## src/rtl/ob_cmd_issuer.sv

```systemverilog
// Single-rank-pair DRAM command issuer: turns classified requests into PRE/ACT/RD/WR
// sequences and serves refresh with PREALL/REF, honouring tRP, tRCD and tRFC.
module ob_cmd_issuer #(
  parameter int TRP  = 4,
  parameter int TRCD = 4,
  parameter int TRFC = 52
) (
  input  logic        CLK,
  input  logic        Reset_n,
  input  logic        reqValid,
  output logic        reqReady,
  input  logic [13:0] reqRow,
  input  logic [2:0]  reqBank,
  input  logic        reqRank,
  input  logic        reqWrite,
  input  logic [2:0]  numOps,
  output logic        doOp,
  input  logic        refReq,
  input  logic        refRank,
  output logic        refAck,
  output logic        doReset,
  output logic [2:0]  cmd,
  output logic [13:0] cmdRow,
  output logic [2:0]  cmdBank,
  output logic        cmdRank
);

  typedef enum logic [3:0] {
    IDLE, CLASSIFY, PRE, WAIT_RP, ACT, WAIT_RCD, RDWR,
    RPREALL, RWAIT_RP, REF, RWAIT_RFC
  } state_t;

  localparam logic [2:0] CMD_NOP    = 3'b000;
  localparam logic [2:0] CMD_ACT    = 3'b001;
  localparam logic [2:0] CMD_RD     = 3'b010;
  localparam logic [2:0] CMD_WR     = 3'b011;
  localparam logic [2:0] CMD_PRE    = 3'b100;
  localparam logic [2:0] CMD_PREALL = 3'b101;
  localparam logic [2:0] CMD_REF    = 3'b110;

  // The issuing state occupies one cycle and the wait state exits when the
  // counter reaches zero, so the wait is loaded with (t - 2); t <= 1 skips it.
  localparam logic       SKIP_RP  = (TRP  <= 1);
  localparam logic       SKIP_RCD = (TRCD <= 1);
  localparam logic       SKIP_RFC = (TRFC <= 1);
  localparam logic [7:0] TRP_LD   = (TRP  > 1) ? 8'(TRP  - 2) : 8'd0;
  localparam logic [7:0] TRCD_LD  = (TRCD > 1) ? 8'(TRCD - 2) : 8'd0;
  localparam logic [7:0] TRFC_LD  = (TRFC > 1) ? 8'(TRFC - 2) : 8'd0;

  state_t      state_q, state_d;
  logic [7:0]  cnt_q, cnt_d;
  logic [13:0] row_q, row_d;
  logic [2:0]  bank_q, bank_d;
  logic        rank_q, rank_d;
  logic        wr_q, wr_d;
  logic        ref_rank_q, ref_rank_d;
  logic [2:0]  cmd_q, cmd_d;
  logic [13:0] cmd_row_q, cmd_row_d;
  logic [2:0]  cmd_bank_q, cmd_bank_d;
  logic        cmd_rank_q, cmd_rank_d;
  logic        ref_ack_q, ref_ack_d;

  assign reqReady = Reset_n && (state_q == IDLE) && !refReq;
  assign doOp     = reqValid && reqReady;
  assign cmd      = cmd_q;
  assign cmdRow   = cmd_row_q;
  assign cmdBank  = cmd_bank_q;
  assign cmdRank  = cmd_rank_q;
  assign refAck   = ref_ack_q;
  assign doReset  = ref_ack_q;

  // Next-state and wait-counter logic
  always_comb begin
    state_d    = state_q;
    cnt_d      = cnt_q;
    row_d      = row_q;
    bank_d     = bank_q;
    rank_d     = rank_q;
    wr_d       = wr_q;
    ref_rank_d = ref_rank_q;
    case (state_q)
      IDLE: begin
        if (refReq) begin
          ref_rank_d = refRank;
          state_d    = RPREALL;
        end else if (doOp) begin
          row_d   = reqRow;
          bank_d  = reqBank;
          rank_d  = reqRank;
          wr_d    = reqWrite;
          state_d = CLASSIFY;
        end
      end
      CLASSIFY: begin
        case (numOps)
          3'b001:  state_d = RDWR;
          3'b010:  state_d = ACT;
          default: state_d = PRE;
        endcase
      end
      PRE: begin
        cnt_d   = TRP_LD;
        state_d = SKIP_RP ? ACT : WAIT_RP;
      end
      WAIT_RP: begin
        if (cnt_q == 8'd0) state_d = ACT;
        else               cnt_d   = cnt_q - 8'd1;
      end
      ACT: begin
        cnt_d   = TRCD_LD;
        state_d = SKIP_RCD ? RDWR : WAIT_RCD;
      end
      WAIT_RCD: begin
        if (cnt_q == 8'd0) state_d = RDWR;
        else               cnt_d   = cnt_q - 8'd1;
      end
      RDWR: state_d = IDLE;
      RPREALL: begin
        cnt_d   = TRP_LD;
        state_d = SKIP_RP ? REF : RWAIT_RP;
      end
      RWAIT_RP: begin
        if (cnt_q == 8'd0) state_d = REF;
        else               cnt_d   = cnt_q - 8'd1;
      end
      REF: begin
        cnt_d   = TRFC_LD;
        state_d = SKIP_RFC ? IDLE : RWAIT_RFC;
      end
      RWAIT_RFC: begin
        if (cnt_q == 8'd0) state_d = IDLE;
        else               cnt_d   = cnt_q - 8'd1;
      end
      default: state_d = IDLE;
    endcase
  end

  // The command register mirrors the state being entered, so each issuing
  // state shows its command for exactly the one cycle it is occupied.
  always_comb begin
    cmd_d      = CMD_NOP;
    cmd_row_d  = cmd_row_q;
    cmd_bank_d = cmd_bank_q;
    cmd_rank_d = cmd_rank_q;
    ref_ack_d  = 1'b0;
    case (state_d)
      PRE: begin
        cmd_d      = CMD_PRE;
        cmd_bank_d = bank_q;
        cmd_rank_d = rank_q;
      end
      ACT: begin
        cmd_d      = CMD_ACT;
        cmd_row_d  = row_q;
        cmd_bank_d = bank_q;
        cmd_rank_d = rank_q;
      end
      RDWR: begin
        cmd_d      = wr_q ? CMD_WR : CMD_RD;
        cmd_row_d  = row_q;
        cmd_bank_d = bank_q;
        cmd_rank_d = rank_q;
      end
      RPREALL: begin
        cmd_d      = CMD_PREALL;
        cmd_rank_d = ref_rank_d;
      end
      REF: begin
        cmd_d      = CMD_REF;
        cmd_rank_d = ref_rank_q;
        ref_ack_d  = 1'b1;
      end
      default: cmd_d = CMD_NOP;
    endcase
  end

  always_ff @(posedge CLK) begin
    if (!Reset_n) begin
      state_q    <= IDLE;
      cnt_q      <= 8'd0;
      row_q      <= 14'd0;
      bank_q     <= 3'd0;
      rank_q     <= 1'b0;
      wr_q       <= 1'b0;
      ref_rank_q <= 1'b0;
      cmd_q      <= CMD_NOP;
      cmd_row_q  <= 14'd0;
      cmd_bank_q <= 3'd0;
      cmd_rank_q <= 1'b0;
      ref_ack_q  <= 1'b0;
    end else begin
      state_q    <= state_d;
      cnt_q      <= cnt_d;
      row_q      <= row_d;
      bank_q     <= bank_d;
      rank_q     <= rank_d;
      wr_q       <= wr_d;
      ref_rank_q <= ref_rank_d;
      cmd_q      <= cmd_d;
      cmd_row_q  <= cmd_row_d;
      cmd_bank_q <= cmd_bank_d;
      cmd_rank_q <= cmd_rank_d;
      ref_ack_q  <= ref_ack_d;
    end
  end

endmodule

```

## config.mk

```make
export PLATFORM = sky130hd
export DESIGN_NAME = ob_cmd_issuer
export DESIGN_NICKNAME = d
export VERILOG_FILES = /design/src/rtl/ob_cmd_issuer.sv
export SDC_FILE = /design/constraint.sdc
export NUM_CORES = 1
export LEC_CHECK = 0
export ABC_AREA = 1
export BUFFER_PORTS_ARGS = -buffer_cell sky130_fd_sc_hd__buf_2
export CAP_MARGIN = 20
export CORE_MARGIN = 10
export CORE_UTILIZATION = 30
export DETAILED_ROUTE_END_ITERATION = 7
export SYNTH_ARGS = -nofsm -noshare
export SYNTH_HDL_FRONTEND = slang
export SYNTH_SLANG_ARGS = --single-unit
export TNS_END_PERCENT = 30
```

## constraint.sdc

```tcl
create_clock -name CLK -period 3.8 [get_ports CLK]
set_input_delay 0.38 -clock CLK [delete_from_list [all_inputs] [get_ports CLK]]
set_output_delay 0.38 -clock CLK [all_outputs]
set_load 0.005 [all_outputs]
```

==> impl_metrics.ini <==
[floorplanning]
die-width_um = 109.2
io_pins = 52
initial_core_util_pct = 30.91
rows = 32
fp.dieH_um = 109.2
die_area_um2 = 11930
coreArea_um2 = 7727

[synthesis]
synth_top_area_cell = dfxtp_1
synth_common_cells = nand2_1 (88), nor2_1 (71), dfxtp_1 (54), inv_1 (30), a21oi_1 (28)
yosysWarningCount = 0
avgSynthCellArea_um2 = 6.805
seq_area_frac_synth_pct = 45.26
synth_cell_type_count = 27
ys_top_cells_by_area = dfxtp_1 (45%), nand2_1 (14%), nor2_1 (11%)
synth_edf_count = 0
synth_cells = 351
yosys_most_used_dff = dfxtp_1
synth_seq_cells = 54
syn_area_um2 = 2389
yosysTopAreaCellShare_pct = 45.26
yosysMostFrequentCell = nand2_1
synth_nets = 379
async_flop_share_pct = 0

[detailed_routing]
ant_nets = 0
dr.pass1.iters = 4
drcViolationCount = 0
vias = 2188
wirelength_um = 5724
via_per_inst = 4.359
wl_per_cell_um = 11.40
first_iter_violations = 100

[timing]
worstMarginPinSlew_ns = 0.4625
finalHoldWorstSlack_ns = 0.3256
fin_crit_sh_pct = 57.06
hold_viol = 0
tns_ns = 0
relSlewSlack_pct = 69.17
max_freq_mhz = 461.2
rsz0062_at_grt = no
setup_viol = 0
period_needed_ns = 2.168
finalMaxSlewViolations = 0
clock_skew_ns = 0.007264

[clock_tree]
numClockSinks = 54
cts-resized-gates = 0
htreeDepth = 2
cts_tree = built
cts_buffers = 5
hold_buffers = 0
cts_root_buf = clkbuf_8
clockBufferDepth = 2
clk-insertion-delay-late_ns = 0.30
clkSlewWorstSetupHoldPaths_ns = 0.10
cts_setup_buffers = 0

[final_layout]
nNetsFinal = 427
antenna_cells = 0
drive_gt1_share_pct = 18.00
area_growth_pct = 17.50
fillers = 842

[worst_setup_path]
critPathLaunchType = input port
path_max_fanout = 28
crit_chain = buf_2 -> inv_4 -> nor2_1 -> nand4_1 -> buf_4 -> nand2_1 -> nand2_1 -> nand3_2 -> inv_2 -> nand2_1 -> a21oi_1
critical_path_class = in2reg
r2r_end = cmdRow[0]
reg2reg_setup_slack_ns = 1.66
cp_slowest_stage_delay_ns = 0.35
path_delay_family = buffers and inverters
critPathSlowestCell = nand3_2
rr_startpoint = cnt_q[0]
cpMostUsedCell = nand2_1
r2r_cells = 10
crit_path_end_kind = flip-flop
path_buf_inv = 4
required_ns = 4.03
arrival_ns = 2.40

[min_path]
hold_start = reqRow[2]
hp-class = in2reg
holdPathStages = 3
hold_path_end = row_q[2]

[grt]
grt_pass1_wl_um = 9577
antenna_found_initial = 0
grt_overflow = 0
grt_pass1_vias = 2051
grt_use_total_pct = 9.728
grt_max_degree = 29

[flow_run]
drv_cap = 0

[placement]
dp.final_hpwl_um = 4419
port_buffers = 51
place_congestion = 0.8754

[power]
pwr_density_cell_nw_per_um2 = 696.6
p_leak_nw = 1.323
ir_drop_v = 0.0002603

[run_status]
run_status = complete, no violations
-- flip-flops by register name (all words and copies together) (netlist names) --
signal and cells:
cmdRow 14, row_q 14, cnt_q 8, state_q 4, bank_q 3, cmdBank 3, cmd 3, cmdRank 1
doReset 1, rank_q 1, ref_rank_q 1, wr_q 1
-- tightest hold or removal path: cells and delay by family --
family	cells	cell delay, ns
simple gates	1	0.08
buf+inv	1	0.07
compound gates	1	0.07
-- layer usage --
metal / up-vias / wire length [µm] / share of wire, % / global-route usage (%)
met5: - / 0 / 0 / 0
met4: 0 / 33 / 0.58 / 2.974
met3: 4 / 291 / 5.1 / 3.009
met2: 36 / 2661 / 46 / 16.11
met1: 956 / 2738 / 48 / 11.83
li1: 1192 / - / - / -
-- worst max-delay path by stage --
stage / startpoint / endpoint / slack, ns / depth (start not counted)
6_report: Reset_n / cmdRow[0] / 1.63 / 11
5_1_grt: Reset_n / cmdRow[11] / 1.37 / 11
4_1_cts: Reset_n / cmdRow[0] / 1.59 / 11
3_5_place_dp: Reset_n / cmdRow[4] / 1.28 / 11
3_3_place_gp: Reset_n / cmdRow[10] / 1.39 / 11
2_1_floorplan: cnt_q[0] / cmdBank[0] / 2.17 / 12
-- report_power, final --
part           switching, mW  internal (mW)
Sequential            0.0644          0.664
Clock                  0.179          0.130
Combinational          0.611          0.307
Total                  0.854           1.10
-- cells in the final DEF, fill, tap and decap left out, drive strengths merged --
master / synthesis / routed
a21boi: 1 / 1
ha: 1 / 1
buf: 6 / 53
clkbuf: 6 / 6
inv: 35 / 35
xor2: 3 / 3
nor2: 74 / 74
o21a: 1 / 1
dfxtp: 54 / 54
xnor2: 2 / 2
nor3: 5 / 5
a21oi: 29 / 29
nand4: 1 / 1
o21ai: 26 / 26
nand3: 17 / 17
nand2: 89 / 89
clkinv: 1 / 3
-- final cells by class --
class	count	area, µm²	share of cell area [%]
Clock buffer	6	72.57	2.586
Timing Repair Buffer	53	270.3	9.630
Tap cell	102	127.6	4.547
Multi-Input combinational cell	249	1104	39.32
Inverter	36	137.6	4.904
Sequential cell	54	1081	38.52
Clock inverter	2	13.76	0.4904
-- stage by stage --
| step | worst slack [ns] | util (%) | cells | power (mW) | area [µm²] |
|---|---|---|---|---|---|
| after floorplan | 2.165 | - | 351 | 1.475 | 2389 |
| after global placement | 1.394 | 35.20 | 494 | 1.656 | 2720 |
| after detailed placement | 1.280 | 35.20 | 494 | 1.666 | 2720 |
| after CTS | 1.587 | 36.32 | 502 | 1.982 | 2806 |
| after global routing | 1.366 | 36.32 | 502 | 2.148 | 2806 |
| final | 1.632 | 36.32 | 502 | 1.955 | 2806 |
-- logic make-up after synthesis --
family | after synthesis | synth area share (%)
AOI/OAI and AO/OA | 57 | 12.31
DFF | 54 | 45.26
adders and majority gates | 1 | 0.5238
and+or+nand+nor | 186 | 31.54
buffers and inverters | 48 | 8.538
xor gates and xnor gates | 5 | 1.834
Note: power is estimated with default switching activity, not from simulation.
